--- config.mk ---
export PLATFORM = sky130hd
export DESIGN_NAME = p_reduce_acc
export DESIGN_NICKNAME = d
export VERILOG_FILES = /design/src/rtl/p_reduce_acc.sv
export SDC_FILE = /design/constraint.sdc
export NUM_CORES = 1
export LEC_CHECK = 0
export BUFFER_PORTS_ARGS = -buffer_cell sky130_fd_sc_hd__clkbuf_2
export CELL_PAD_IN_SITES_DETAIL_PLACEMENT = 0
export CELL_PAD_IN_SITES_GLOBAL_PLACEMENT = 2
export CORE_MARGIN = 2
export CORE_UTILIZATION = 33
export DETAILED_ROUTE_END_ITERATION = 8
export GPL_ROUTABILITY_DRIVEN = 1
export MAX_ROUTING_LAYER = met4
export PLACE_DENSITY = 0.95
export SKIP_LAST_GASP = 1
export SLEW_MARGIN = 20
export SYNTH_ARGS = -nofsm -noshare
export SYNTH_HDL_FRONTEND = slang
export SYNTH_SLANG_ARGS = --single-unit
--- constraint.sdc ---
create_clock -name clk -period 5.7 [get_ports clk]
set_input_delay 1.71 -clock clk [delete_from_list [all_inputs] [get_ports clk]]
set_output_delay 1.71 -clock clk [all_outputs]
set_load 0.05 [all_outputs]
--- src/rtl/p_reduce_acc.sv ---
// Frame accumulator: reduces the lanes of each beat with OR/AND/XOR and folds beats until in_last.
// Optional P_REDUCE_POPCOUNT_EN adds out_popcnt, the registered count of ones in out_bus.
module p_reduce_acc #(
    parameter int BUS_WIDTH = 8,
    parameter int NB_INS    = 4,
    parameter int MAX_BEATS = 16
) (
    input  logic                               clk,
    input  logic                               rst_n,
    input  logic [1:0]                         op,
    input  logic [NB_INS*BUS_WIDTH-1:0]        in_buses,
    input  logic                               in_valid,
    input  logic                               in_last,
    output logic                               in_ready,
    output logic [BUS_WIDTH-1:0]               out_bus,
    output logic [$clog2(MAX_BEATS+1)-1:0]     out_beats,
    output logic                               overflow,
    output logic                               out_valid,
`ifdef P_REDUCE_POPCOUNT_EN
    output logic [$clog2(BUS_WIDTH+1)-1:0]     out_popcnt,
`endif
    input  logic                               out_ready
);
    localparam int CW  = $clog2(MAX_BEATS+1);
    localparam int PCW = $clog2(BUS_WIDTH+1);

    localparam logic [1:0] S_IDLE  = 2'd0;
    localparam logic [1:0] S_ACCUM = 2'd1;
    localparam logic [1:0] S_HOLD  = 2'd2;

    logic [1:0]           r_state;
    logic [1:0]           r_op;
    logic [BUS_WIDTH-1:0] r_acc;
    logic [CW-1:0]        r_beats;
    logic                 r_ovf;

    logic [BUS_WIDTH-1:0] w_or_chain  [NB_INS];
    logic [BUS_WIDTH-1:0] w_and_chain [NB_INS];
    logic [BUS_WIDTH-1:0] w_xor_chain [NB_INS];
    logic [1:0]           w_op_sel;
    logic [BUS_WIDTH-1:0] w_lane_red;
    logic [BUS_WIDTH-1:0] w_acc_next;
    logic                 w_accept;

    genvar gi;
    generate
        for (gi = 0; gi < NB_INS; gi++) begin : g_lane
            if (gi == 0) begin : g_first
                assign w_or_chain[gi]  = in_buses[gi*BUS_WIDTH +: BUS_WIDTH];
                assign w_and_chain[gi] = in_buses[gi*BUS_WIDTH +: BUS_WIDTH];
                assign w_xor_chain[gi] = in_buses[gi*BUS_WIDTH +: BUS_WIDTH];
            end else begin : g_rest
                assign w_or_chain[gi]  = w_or_chain[gi-1]  | in_buses[gi*BUS_WIDTH +: BUS_WIDTH];
                assign w_and_chain[gi] = w_and_chain[gi-1] & in_buses[gi*BUS_WIDTH +: BUS_WIDTH];
                assign w_xor_chain[gi] = w_xor_chain[gi-1] ^ in_buses[gi*BUS_WIDTH +: BUS_WIDTH];
            end
        end
    endgenerate

    // The live op only matters on a frame's first beat; afterwards the latched copy rules.
    assign w_op_sel = (r_state == S_IDLE) ? op : r_op;
    assign in_ready = (r_state != S_HOLD);
    assign w_accept = in_valid & in_ready;

    always_comb begin
        w_lane_red = w_or_chain[NB_INS-1];
        w_acc_next = w_or_chain[NB_INS-1];
        case (w_op_sel)
            2'b01: begin
                w_lane_red = w_and_chain[NB_INS-1];
                w_acc_next = r_acc & w_and_chain[NB_INS-1];
            end
            2'b10: begin
                w_lane_red = w_xor_chain[NB_INS-1];
                w_acc_next = r_acc ^ w_xor_chain[NB_INS-1];
            end
            default: begin
                w_lane_red = w_or_chain[NB_INS-1];
                w_acc_next = r_acc | w_or_chain[NB_INS-1];
            end
        endcase
        if (r_state == S_IDLE) begin
            w_acc_next = w_lane_red;
        end
    end

    always_ff @(posedge clk or negedge rst_n) begin
        if (!rst_n) begin
            r_state <= S_IDLE;
            r_op    <= 2'b00;
            r_acc   <= '0;
            r_beats <= '0;
            r_ovf   <= 1'b0;
        end else begin
            case (r_state)
                S_IDLE: begin
                    if (w_accept) begin
                        r_op    <= op;
                        r_acc   <= w_acc_next;
                        r_beats <= CW'(1);
                        r_ovf   <= 1'b0;
                        r_state <= in_last ? S_HOLD : S_ACCUM;
                    end
                end
                S_ACCUM: begin
                    if (w_accept) begin
                        r_acc <= w_acc_next;
                        // Only the count saturates; the data keeps folding.
                        if (r_beats == CW'(MAX_BEATS)) begin
                            r_ovf <= 1'b1;
                        end else begin
                            r_beats <= r_beats + CW'(1);
                        end
                        r_state <= in_last ? S_HOLD : S_ACCUM;
                    end
                end
                S_HOLD: begin
                    if (out_ready) begin
                        r_state <= S_IDLE;
                    end
                end
                default: r_state <= S_IDLE;
            endcase
        end
    end

    assign out_bus   = r_acc;
    assign out_beats = r_beats;
    assign overflow  = r_ovf;
    assign out_valid = (r_state == S_HOLD);

`ifdef P_REDUCE_POPCOUNT_EN
    logic [PCW-1:0] r_popcnt;
    logic [PCW-1:0] w_popcnt;

    always_comb begin
        w_popcnt = '0;
        for (int i = 0; i < BUS_WIDTH; i++) begin
            w_popcnt = w_popcnt + PCW'(w_acc_next[i]);
        end
    end

    always_ff @(posedge clk or negedge rst_n) begin
        if (!rst_n) begin
            r_popcnt <= '0;
        end else if (w_accept) begin
            r_popcnt <= w_popcnt;
        end
    end

    assign out_popcnt = r_popcnt;
`endif
endmodule

* After elaboration in Yosys (flattened, before gate mapping)
Index checks and enable logic that the tools add are counted. W data, S select, Z words.
Word-level totals: bits in registers 18, latch bits 0, RAM bits 0, memory bits (read-only) 0, bits of input ports 39, output and inout port bits 16, logic and storage cells 55, memories 0
Cells by class: add/sub/neg operators 1, multipliers 0, divide/modulo/power cells 0, $lt $le $gt $ge 0, eq/ne operators 12, shift-type cells 0, muxes and demuxes 16, bitwise operators 13, reduce and logical (&&, ||, !) cells 8
Operators with widths (number):
- $and A8 B8 Y8 | 4
- $or A8 B8 Y8 | 4
- $pmux W8 S2 | 2
- $xor A8 B8 Y8 | 4
- $mux W5 | 3
- $ne A2 B2 Y1 const B | 5
- $pmux W5 S2 | 1
- $mux W2 | 4
- $mux W8 | 1
- $reduce_and A4 Y1 | 2
- $reduce_and A2 Y1 | 3
- $add A5 B1 Y5 const B | 1
- $eq A5 B5 Y1 const B | 1
- $eq A2 B1 Y1 const B | 2
- $eq A2 B2 Y1 const B | 2
- $ne A2 B1 Y1 const B | 2
- $pmux W2 S2 | 1
- $mux W1 | 3
- $logic_not A2 Y1 | 1
- $pmux W1 S2 | 1
- $reduce_bool A2 Y1 | 1
- $reduce_or A2 Y1 | 1
- $and A1 B1 Y1 | 1

* Logic depth before layout (Yosys ltp)
word-level depth 6, depth in mapped cells 10, gate-level depth less buffers 8

* Least setup slack after synthesis
Ideal clock, no wire load.
path type input to register, start point input port op[1], end point register r_acc[4], in the netlist out_bus[4], library setup time 0.129 ns, data arrival time 3.154 ns, required time 5.571 ns, setup slack 2.418 ns, stages 8, path buffers 1, path through mux2i_1 -> inv_1 -> ha_1 -> buf_6 -> a41oi_1 -> o211a_1 -> nor4_1 -> a2111o_1
On the way: cells in the longest elaborated chain, start to end 4, elaborated cells on any way between the ends 6, classes of those cells 2 x eq/ne; 4 x mux
Ends and longest elaborated chain:
- from (decl) | RTL line 10 | input logic [1:0] op,
- $mux W2 (*) | RTL line 61 | assign w_op_sel = (r_state == S_IDLE) ? op : r_op;
- $eq A2 B2 Y1 or $eq A2 B1 Y1 (tied branches) | RTL line 68 | case (w_op_sel)
- $pmux W8 S2 | RTL line 68
- $mux W8 (*) | RTL line 82 | if (r_state == S_IDLE) begin
- to (signal assigned) | RTL line 99 | r_acc <= w_acc_next;
- to (signal assigned) | RTL line 107 | r_acc <= w_acc_next;
- to (decl) | RTL line 33 | logic [BUS_WIDTH-1:0] r_acc;
Mark *: on every way between the ends. The rest lies on a longest branch, timed or not. A chain may end at the register's enable or synchronous reset.

* Worst setup path in the final report
start point input port op[1], end point register r_acc[5], in the netlist out_bus[5]
The elaborated chain is that of the path after synthesis.

==> run_results.csv <==
group,metric,value,unit
logic_synthesis,seq_area_frac_synth,24.9,%
timing,min_period,3.57,ns
timing,max_freq,280,MHz
routing,vias_per_cell,5.08,
clocking,cts_buffers,3,
global_routing,gr-total-overflow,0,
die,rows,26,
logic_synthesis,synth_edf_count,0,
worst_setup_path,worstPathCellList,"clkbuf_2, mux2i_1, inv_1, ha_1, nand2_1, nor3_1, a211oi_1, a2111o_1",
worst_setup_path,critPathLaunchType,"input pin",
global_routing,antenna_found_initial,0,
worst_setup_path,cp.required,5.83,ns
timing,max_slew_margin,48.7,%
power,clkPwrFrac,11.3,%
clocking,post_cts_resized,0,
clocking,ctsHoldBuffers,0,
power,ir_worst_vdd,0.000199,V
logic_synthesis,syn_avg_cell_area,9.58,sq um
power,power_density,354,mW/mm^2
routing,drtIter0Drc,45,
global_routing,grtUsageTotal,14.0,%
logic_synthesis,syn_inst,189,
cells_and_area,syn_to_final_growth,18.9,%
worst_hold_path,hold-path-endpoint,"r_op[1]$_DFFE_PN0P_",
routing,num_vias,1561,
die,die_area,0.00609,sq mm
worst_setup_path,worst-r2r-setup-slack,2.90,ns
worst_setup_path,cp_max_fo,24,
die,die_h,78.1,um
worst_setup_path,cp.arrival,3.70,ns
die,die_w,78.1,um
place,port_buffers,54,
power,p_int,0.382,mW
worst_hold_path,hold_path_startpoint,"r_op[1]$_DFFE_PN0P_",
worst_setup_path,rr_worst_depth,8,
cells_and_area,final_cell_area,0.00215,sq mm
die,core,0.00520,sq mm
run_status,status,"finished clean",
logic_synthesis,synth_common_cells,"inv_1, ha_1, dfrtp_1, nand2_1",
power,p_leak,1.15,nW
die,num_io_pins,55,
worst_setup_path,cpPeakStageDelay,0.79,ns
place,place_ws,1.88,ns
logic_synthesis,yosysUniqueCellTypes,37,
clocking,cts_setup_buffers,0,
routing,wl_per_cell,12.7,um
logic_synthesis,syn_nets,248,
worst_setup_path,r2r-end,"out_bus[5]$_DFFE_PN0P_",
worst_setup_path,r2r-start,"r_state[0]$_DFFE_PN0P_",
timing,max_slew.worst_pin.slew,0.769,ns
cells_and_area,antenna_cells,0,
logic_synthesis,ys_top_cells_by_area,"dfrtp_1, ha_1, xor3_1, inv_1, a2111o_1",
worst_setup_path,worstSetupPathType,"input pin to register",
routing,postRouteAntennaNets,0,
global_routing,grt_pass1_wl,6930,um
timing,final.setup.tns,0,ns
timing,setup_ws,2.13,ns
die,start_util,34.8,%
power,switching_share,50.0,%
timing,hold_viol,0,
timing,timing.final.crit_share,62.6,%
clocking,cts_tree,"done",
routing,drc,0,
logic_synthesis,ys_warn_count,0,
logic_synthesis,async_reset_ff_share,100,%
clocking,h-tree-depth,1,
cells_and_area,num-nets-final,298,
timing,final_max_slew_viol_count,0,
place,dp_hpwl,3060,um
timing,fin_hold_ws,0.503,ns
worst_hold_path,worstHoldPathType,"register to register",
logic_synthesis,ys_ff_latch,18,
worst_setup_path,critPathSlowestCell,"ha_1",
logic_synthesis,synth_top_area_cell,"dfrtp_1",
cells_and_area,drive_gt1_share,27.4,%
cells_and_area,final_util,41.4,%
logic_synthesis,syn-cell-area,0.00181,sq mm
clocking,clkLatencyLatePin,0.25,ns
timing,fin_skew,0.00110,ns
timing,finalSetupViolations,0,
place,place_area,0.00211,sq mm
global_routing,grt_pass1_vias,1515,
worst_setup_path,worst-path-buf-inv,2,
logic_synthesis,synth_flop_cell,"dfrtp_1",
power,p_comb_share,60.7,%
timing,grt_setup_unrepaired,"false",
global_routing,grt_max_degree,25,
power,switching_power,0.382,mW
place,place_congestion,0.771,
clocking,path_clk_slew,0.06,ns
worst_hold_path,hold_path_depth,1,
power,power_frac_seq,28.0,%
clocking,clock_sinks,18,
flow_run,maxCapViolCount,0,
worst_setup_path,end_kind,"register",
routing,routed_wl,3900,um
routing,drt_pass1_iterations,4,
clocking,cts_buffer_depth,2,
logic_synthesis,yosys.area.top_type_share,24.9,%
clocking,cts-root-buf,"clkbuf_8",
worst_setup_path,cp_top_family,"adder cells",
logic_synthesis,synth.most_common_cell,"inv_1",
==> cell type report <==
cell class	count	area, sq um
Tap cell	70	87.6
Sequential cell	18	450
Timing Repair Buffer	54	270
Clock buffer	3	41.3
Inverter	23	86.3
Multi-Input combinational cell	139	1220
Fill cell	541	3050
==> state kept, by name (all words and copies together), names as in the netlist <==
signal / flops
overflow: 1
r_state: 2
out_bus: 8
out_beats: 5
r_op: 2
==> per-layer routing <==
metal	vias up	share of wire [%]	track usage, %
li1	808	-	-
met2	35	46	22.4
met4	0	0.33	1.58
met1	716	49	19.3
met3	2	5.0	2.76
met5	-	0	-
==> cells in the final DEF, fill, tap and decap left out, types with 8 or more instances in the layout <==
master    Yosys  routed
clkbuf_2      0      54
dfrtp_1      18      18
a211oi_1      9       9
xor3_1        8       8
ha_1         20      20
nand2_1      18      18
inv_1        23      23
a21oi_1       9       9
a41oi_1       9       9
==> power groups by stage <==
stage          registers (mW)  clock network, mW  logic (mW)
3_3_place_gp            0.217                  0       0.463
2_1_floorplan           0.330                  0       0.250
4_1_cts                 0.214             0.0908       0.469
5_1_grt                 0.222             0.0967       0.508
3_5_place_dp            0.217                  0       0.468
6_report                0.214             0.0860       0.463
==> through the flow <==
stage	instances	power [mW]
floorplan	189	0.580
global placement	304	0.681
detailed placement	304	0.685
CTS	307	0.774
global route	307	0.826
finish	307	0.763
==> worst max path at each step <==
stage | start | end | slack (ns) | depth (start not counted)
2_1_floorplan | op[1] | out_bus[4]$_DFFE_PN0P_ | 2.42 | 8
3_3_place_gp | op[1] | out_bus[7]$_DFFE_PN0P_ | 1.91 | 8
3_5_place_dp | op[1] | out_bus[6]$_DFFE_PN0P_ | 1.88 | 7
4_1_cts | op[1] | out_bus[7]$_DFFE_PN0P_ | 2.14 | 8
5_1_grt | op[1] | out_bus[5]$_DFFE_PN0P_ | 1.91 | 8
6_report | op[1] | out_bus[5]$_DFFE_PN0P_ | 2.13 | 8
==> cell families (layout without fill, tap and decap cells) <==
| group | count (synthesis) | count (layout) | synth area share, % |
|---|---|---|---|
| buffers and inverters | 32 | 80 | 7.88 |
| AOI/OAI and AO/OA | 51 | 51 | 22.5 |
| and+or+nand+nor | 54 | 54 | 17.1 |
| muxes | 4 | 4 | 2.35 |
| adders and majority gates | 20 | 20 | 13.8 |
| xor gates and xnor gates | 10 | 10 | 11.5 |
| DFF | 18 | 18 | 24.9 |
Note: power is estimated with default switching activity, not from simulation.
